--- config.mk ---
export PLATFORM = sky130hd
export DESIGN_NAME = data_ram_master
export DESIGN_NICKNAME = d
export VERILOG_FILES = /design/src/rtl/data_ram_master.sv
export SDC_FILE = /design/constraint.sdc
export NUM_CORES = 1
export LEC_CHECK = 0
export CORE_MARGIN = 1
export CORE_UTILIZATION = 40
export DETAILED_ROUTE_END_ITERATION = 12
export GPL_ROUTABILITY_DRIVEN = 1
export PLACE_DENSITY_LB_ADDON = 0.05
export SLEW_MARGIN = 40
export SYNTH_ARGS = -nofsm -noshare
export SYNTH_HDL_FRONTEND = slang
export SYNTH_SLANG_ARGS = --single-unit
--- constraint.sdc ---
create_clock -name clk -period 2.7 [get_ports clk]
set_clock_uncertainty 0.1 [all_clocks]
set_input_delay 0.54 -clock clk [delete_from_list [all_inputs] [get_ports clk]]
set_output_delay 0.54 -clock clk [all_outputs]
set_load 0.005 [all_outputs]
--- src/rtl/data_ram_master.sv ---
// rtl/data_ram_master.sv - DataRAM initiator: post-reset row clear, then user read/write service
module data_ram_master #(
   parameter int C      = 32,
   parameter int AD     = 5,
   parameter int RD_LAT = 1
) (
   input  logic          clk,
   input  logic          nrst,
   input  logic          clr,
   input  logic          req_valid,
   output logic          req_ready,
   input  logic          req_wr,
   input  logic [AD-1:0] req_addr,
   input  logic [C-1:0]  req_wdata,
   output logic          rsp_valid,
   output logic [C-1:0]  rsp_rdata,
   output logic          init_done,
   output logic [C-1:0]  ram_din,
   output logic [AD-1:0] ram_addr,
   output logic          ram_wr,
   output logic          ram_en,
   input  logic [C-1:0]  ram_dout
);

   typedef enum logic [1:0] {INIT, IDLE, RD_WAIT} state_t;

   // Response edge counted from the accepting edge: read edge, RD_LAT data edges, sample edge
   localparam logic [2:0] RSP_EDGE = 3'(RD_LAT + 1);

   state_t      state;
   logic [AD:0] row_cnt;
   logic [2:0]  lat_cnt;

   assign req_ready = (state == IDLE) & ~clr;

   always_ff @(posedge clk or negedge nrst) begin
      if (!nrst) begin
         state     <= INIT;
         row_cnt   <= '0;
         lat_cnt   <= '0;
         ram_en    <= 1'b0;
         ram_wr    <= 1'b0;
         ram_addr  <= '0;
         ram_din   <= '0;
         rsp_valid <= 1'b0;
         rsp_rdata <= '0;
         init_done <= 1'b0;
      end else begin
         ram_en    <= 1'b0;
         ram_wr    <= 1'b0;
         rsp_valid <= 1'b0;
         case (state)
            INIT: begin
               // Top bit of row_cnt marks that the last row has already been driven
               if (row_cnt[AD]) begin
                  init_done <= 1'b1;
                  state     <= IDLE;
               end else begin
                  ram_en   <= 1'b1;
                  ram_wr   <= 1'b1;
                  ram_din  <= '0;
                  ram_addr <= row_cnt[AD-1:0];
                  row_cnt  <= row_cnt + (AD+1)'(1);
               end
            end
            IDLE: begin
               if (clr) begin
                  row_cnt   <= '0;
                  init_done <= 1'b0;
                  state     <= INIT;
               end else if (req_valid) begin
                  ram_en   <= 1'b1;
                  ram_wr   <= req_wr;
                  ram_addr <= req_addr;
                  if (req_wr) begin
                     ram_din <= req_wdata;
                  end else begin
                     lat_cnt <= '0;
                     state   <= RD_WAIT;
                  end
               end
            end
            RD_WAIT: begin
               if (lat_cnt == RSP_EDGE) begin
                  rsp_valid <= 1'b1;
                  rsp_rdata <= ram_dout;
                  state     <= IDLE;
               end else begin
                  lat_cnt <= lat_cnt + 3'd1;
               end
            end
            default: state <= INIT;
         endcase
      end
   end

endmodule

Yosys cells after proc, flatten, opt, wreduce, memory -nomap -nowiden
Index checks and enable logic that the tools add are counted.
{"block": "word_totals", "register_bits": 84, "latch_bits": 0, "ram_bits": 0, "romBits": 0, "in_bits": 74, "output_inout_bits": 74, "elab_cells": 75, "n_memories": 0}
{"block": "op_classes", "add_sub_neg": 2, "multipliers": 0, "div": 0, "order_cmp": 0, "n_eq_ne": 14, "shift": 0, "mux": 35, "bitwise_logic": 2, "reduce_logical": 11}
{"operator": "$mux W32", "n": 4}
{"operator": "$pmux W32 S2", "n": 1}
{"operator": "$ne A2 B2 Y1 const B", "n": 9}
{"operator": "$mux W5", "n": 3}
{"operator": "$mux W3", "n": 4}
{"operator": "$mux W6", "n": 2}
{"operator": "$pmux W6 S2", "n": 1}
{"operator": "$mux W2", "n": 5}
{"operator": "$pmux W5 S2", "n": 1}
{"operator": "$reduce_and A5 Y1", "n": 2}
{"operator": "$mux W1", "n": 9}
{"operator": "$reduce_and A4 Y1", "n": 2}
{"operator": "$add A6 B1 Y6 const B", "n": 1}
{"operator": "$ne A3 B3 Y1 const B", "n": 2}
{"operator": "$pmux W1 S2", "n": 3}
{"operator": "$pmux W2 S3", "n": 1}
{"operator": "$pmux W3 S2", "n": 1}
{"operator": "$reduce_and A3 Y1", "n": 2}
{"operator": "$reduce_and A2 Y1", "n": 2}
{"operator": "$reduce_bool A2 Y1", "n": 2}
{"operator": "$add A3 B1 Y3 const B", "n": 1}
{"operator": "$eq A3 B2 Y1 const B", "n": 1}
{"operator": "$eq A2 B1 Y1 const B", "n": 1}
{"operator": "$eq A2 B2 Y1 const B", "n": 1}
{"operator": "other kinds (3)", "n": 3}

Logic depth before layout (Yosys ltp)
{"block": "depth", "word_depth": 4, "ltp_mapped": 7}

Worst setup path before layout
No wires, ideal clock.
{"block": "synth_path", "path_type": "register to register", "startpoint": "reg lat_cnt[0]", "endpoint": "reg rsp_rdata[11]", "setup_ns": 0.125, "arrival_time_ns": 1.588, "required_ns": 2.475, "slack_ns": 0.887, "stages_incl_launch_ff": 8, "n_path_buf": 2, "period_less_slack_ns": 1.813, "path_cell_list": "dfrtp_1 -> inv_1 -> ha_1 -> nor2b_1 -> nor2b_1 -> buf_2 -> buf_2 -> mux2_2"}
{"block": "synth_between", "elab_chain_cells": 2}
{"element": "start, declared", "line_no": "32", "text": "logic [2:0] lat_cnt;"}
{"element": "start signal, assigned", "line_no": "89", "text": "lat_cnt <= lat_cnt + 3'd1;"}
{"element": "$eq A3 B2 Y1", "line_no": "84", "text": "if (lat_cnt == RSP_EDGE) begin"}
{"element": "$reduce_and A2 Y1 (no line)"}
{"element": "end signal, assigned", "line_no": "86", "text": "rsp_rdata <= ram_dout;"}
{"element": "end, declared", "line_no": "16", "text": "output logic [C-1:0] rsp_rdata,"}
Every way passes these cells.
A chain may end at the register's enable or synchronous reset.

Final worst setup path
{"block": "layout_path", "startpoint": "in clr", "endpoint": "out req_ready"}
{"block": "layout_between", "elab_chain_cells": 2}
{"element": "start, declared", "line_no": "9", "text": "input logic clr,"}
{"element": "$not A1 Y1", "line_no": "34", "text": "assign req_ready = (state == IDLE) & ~clr;"}
{"element": "$and A1 B1 Y1", "line_no": "34"}
{"element": "end, declared", "line_no": "11", "text": "output logic req_ready,"}
Every way passes these cells.

==> summary.txt <==
# nets final: 493
final hold slack: 0.0426 ns
TNS Setup: 0 ns
share of total power in the clock network: 17.0%
critical path's top delay family: buffers and inverters
Critical Path Sink Type: primary output
reg2reg end: rsp_rdata[23]
fill count: 789
Primary FF master, synth: dfrtp_1
first-pass GRT wire length: 12800 um
# clock sinks: 84
critical path arrival: 1.66 ns
Synth cell types: 37
Port Buffers: 147
sequential power share: 43.0%
most common cell after layout, fill and taps aside: clkdlybuf4s50_1
Worst setup SP type: input port
Slew headroom: 55.5%
gpl congestion: 0.736
final hold violations: 0
Min-Delay Path Class: in2async
GRT Max-Usage Layer: met2
Via-to-Cell Ratio: 4.84
final setup fails: 0
post-synthesis sequential area ratio: 55.7%
row count: 35
Pleak: 2.35 nW
crit path time final: 2.30 ns
most used cell, CP: clkdlybuf4s50_1
HPWL Detailed: 5660 um
largest net degree at the start of global routing: 50
DRT Pass-1 Iters: 5
Worst path max stage delay: 0.50 ns
syn_area_per_cell: 14.2 sq um
Die Y: 99.1 um
CP max FO: 6
critical path class: in2out
cts bufs inserted: 9
Switching Share: 28.7%
internal power: 3.11 mW
Post-synth EDFFs: 0
Layout area overhead: 46.5%
Remaining Overflow, GRT: 0
M3 GR Usage: 4.08%
Critical Path Slowest Stage Cell: clkdlybuf4s50_1
clk root buf: clkbuf_8
Synth Instances: 265
Synth Cell Area: 3770 sq um
Setup Buffers After CTS: 0
fin. max-slew vios: 0
Core Util, Final: 60.1%
Total Wirelength: 7800 um
share of cells above drive strength 1: 23.2%
core area: 9200 sq um
final instance area: 5520 sq um
status: finished, final reports clean
Worst-path clk slew: 0.08 ns
die extent in x: 99.1 um
Buf+Inv Stages, Crit Path: 2
antenna violations before repair: 0
Tightest Pin Transition: 0.661 ns
Yosys warnings: 0
Die Area: 9820 sq um
required time of the worst setup path: 2.06 ns
ANT nets after route: 0
FF-to-FF Start: lat_cnt[0]
ys async rst share: 100%
io pins: 148
GRT Total Usage: 16.6%
vias: 2564
placed cell area: 5370 sq um
Max IR drop VDD: 0.000333 V
1st-iter DRT viols: 43
max cap viols: 0
Starting Density: 41.0%
# H-tree levels: 3
DRC: 0
cts-stage hold buffer count: 0
CTS resizes: 0
GR Util met1: 22.5%
fmax: 0.435 GHz
TritonCTS clock tree: built
met2 GRT Util: 25.8%
R2R depth: 6
drt wl/cell: 14.7 um
Comb pwr share: 40.0%
vias in the first global route: 2574
ant diodes: 0
PD cells: 789 nW/um^2
Max clock buf depth: 2
final worst path period share: 85.1%
register-to-register setup slack: 0.69 ns
Sw Pwr: 1.25 mW
post-synth net total: 342
critical path cell sequence: clkdlybuf4s50_1, nor2_1, clkdlybuf4s50_1
Final Power: 4.36 mW
clock latency on the worst-skew pair: 0.34 ns
most frequent cells in the layout: 146 x clkdlybuf4s50_1, 84 x dfrtp_1, 39 x mux2_2
RSZ-0062 raised after global routing: false
Seq cells post-synth: 84
## kinds of logic (layout without fill, tap and decap cells)
logic type / after synthesis / count (layout) / share of synthesized area [%]
AOI/OAI and AO/OA: 20 / 20 / 3.75
adders and majority gates: 3 / 3 / 0.995
DFF: 84 / 84 / 55.7
buffers and inverters: 19 / 173 / 3.58
and+or+nand+nor: 62 / 62 / 10.1
muxes: 77 / 77 / 25.9
## layout make-up
class                      count  area [sq um]  area share [%]
clock inverter                 5          31.3           0.566
multi-input combinational    162          1540            27.9
inverter                       3          11.3           0.204
sequential                    84          2100            38.1
timing repair buffer         156          1570            28.5
clock buffer                   9           124            2.24
tap                          111           139            2.51
## per-stage QoR
step	cells	setup WS (ns)
2_1_floorplan	265	0.887
3_3_place_gp	516	0.295
3_5_place_dp	516	0.299
4_1_cts	530	0.366
5_1_grt	530	0.326
6_report	530	0.403
## worst max path at each step
stage                           from             to  slack [ns]  depth (start not counted)
final                            clr      req_ready        0.40                          3
after global routing        state[1]      req_ready        0.33                          3
after CTS                   state[1]      req_ready        0.37                          3
after detailed placement   req_valid    ram_din[31]        0.30                          5
after global placement     req_valid    ram_din[31]        0.29                          5
after floorplan           lat_cnt[0]  rsp_rdata[11]        0.89                          7
## power groups by stage
stage | registers, mW | logic, mW | clock network, mW
detailed placement | 1.90 | 1.77 | 0
global placement | 1.89 | 1.74 | 0
floorplan | 1.90 | 0.758 | 0
finish | 1.87 | 1.74 | 0.743
CTS | 1.88 | 1.77 | 0.789
global route | 1.93 | 1.90 | 0.831
## layer usage
layer / wire length [um] / vias up / part of all wire (%)
li1: - / 1214 / -
met1: 3600 / 1246 / 46
met2: 3570 / 98 / 46
met3: 560 / 6 / 7.2
met4: 68 / 0 / 0.87
met5: 0 / - / 0
## synth_stat cells, drive strengths merged (2+ instances only)
cell type | count | share of area [%]
nand2 | 2 | 0.20
o21ai | 4 | 0.53
inv | 3 | 0.30
ha | 3 | 1.0
clkbuf | 6 | 0.60
nor3 | 3 | 0.53
mux2i | 3 | 0.80
mux2 | 74 | 25
nand2b | 4 | 0.66
buf | 10 | 2.7
a21oi | 3 | 0.40
dfrtp | 84 | 56
o2bb2ai | 4 | 0.93
nor2 | 7 | 0.70
nor2b | 38 | 6.3
## flip-flops by register name (all words and copies together), names as in the netlist
| name | flops |
|---|---|
| ram_din | 32 |
| rsp_rdata | 32 |
| row_cnt | 6 |
| ram_addr | 5 |
| lat_cnt | 3 |
| state | 2 |
| init_done | 1 |
| ram_en | 1 |
| ram_wr | 1 |
| rsp_valid | 1 |
Power figures use the tool's default switching activity.
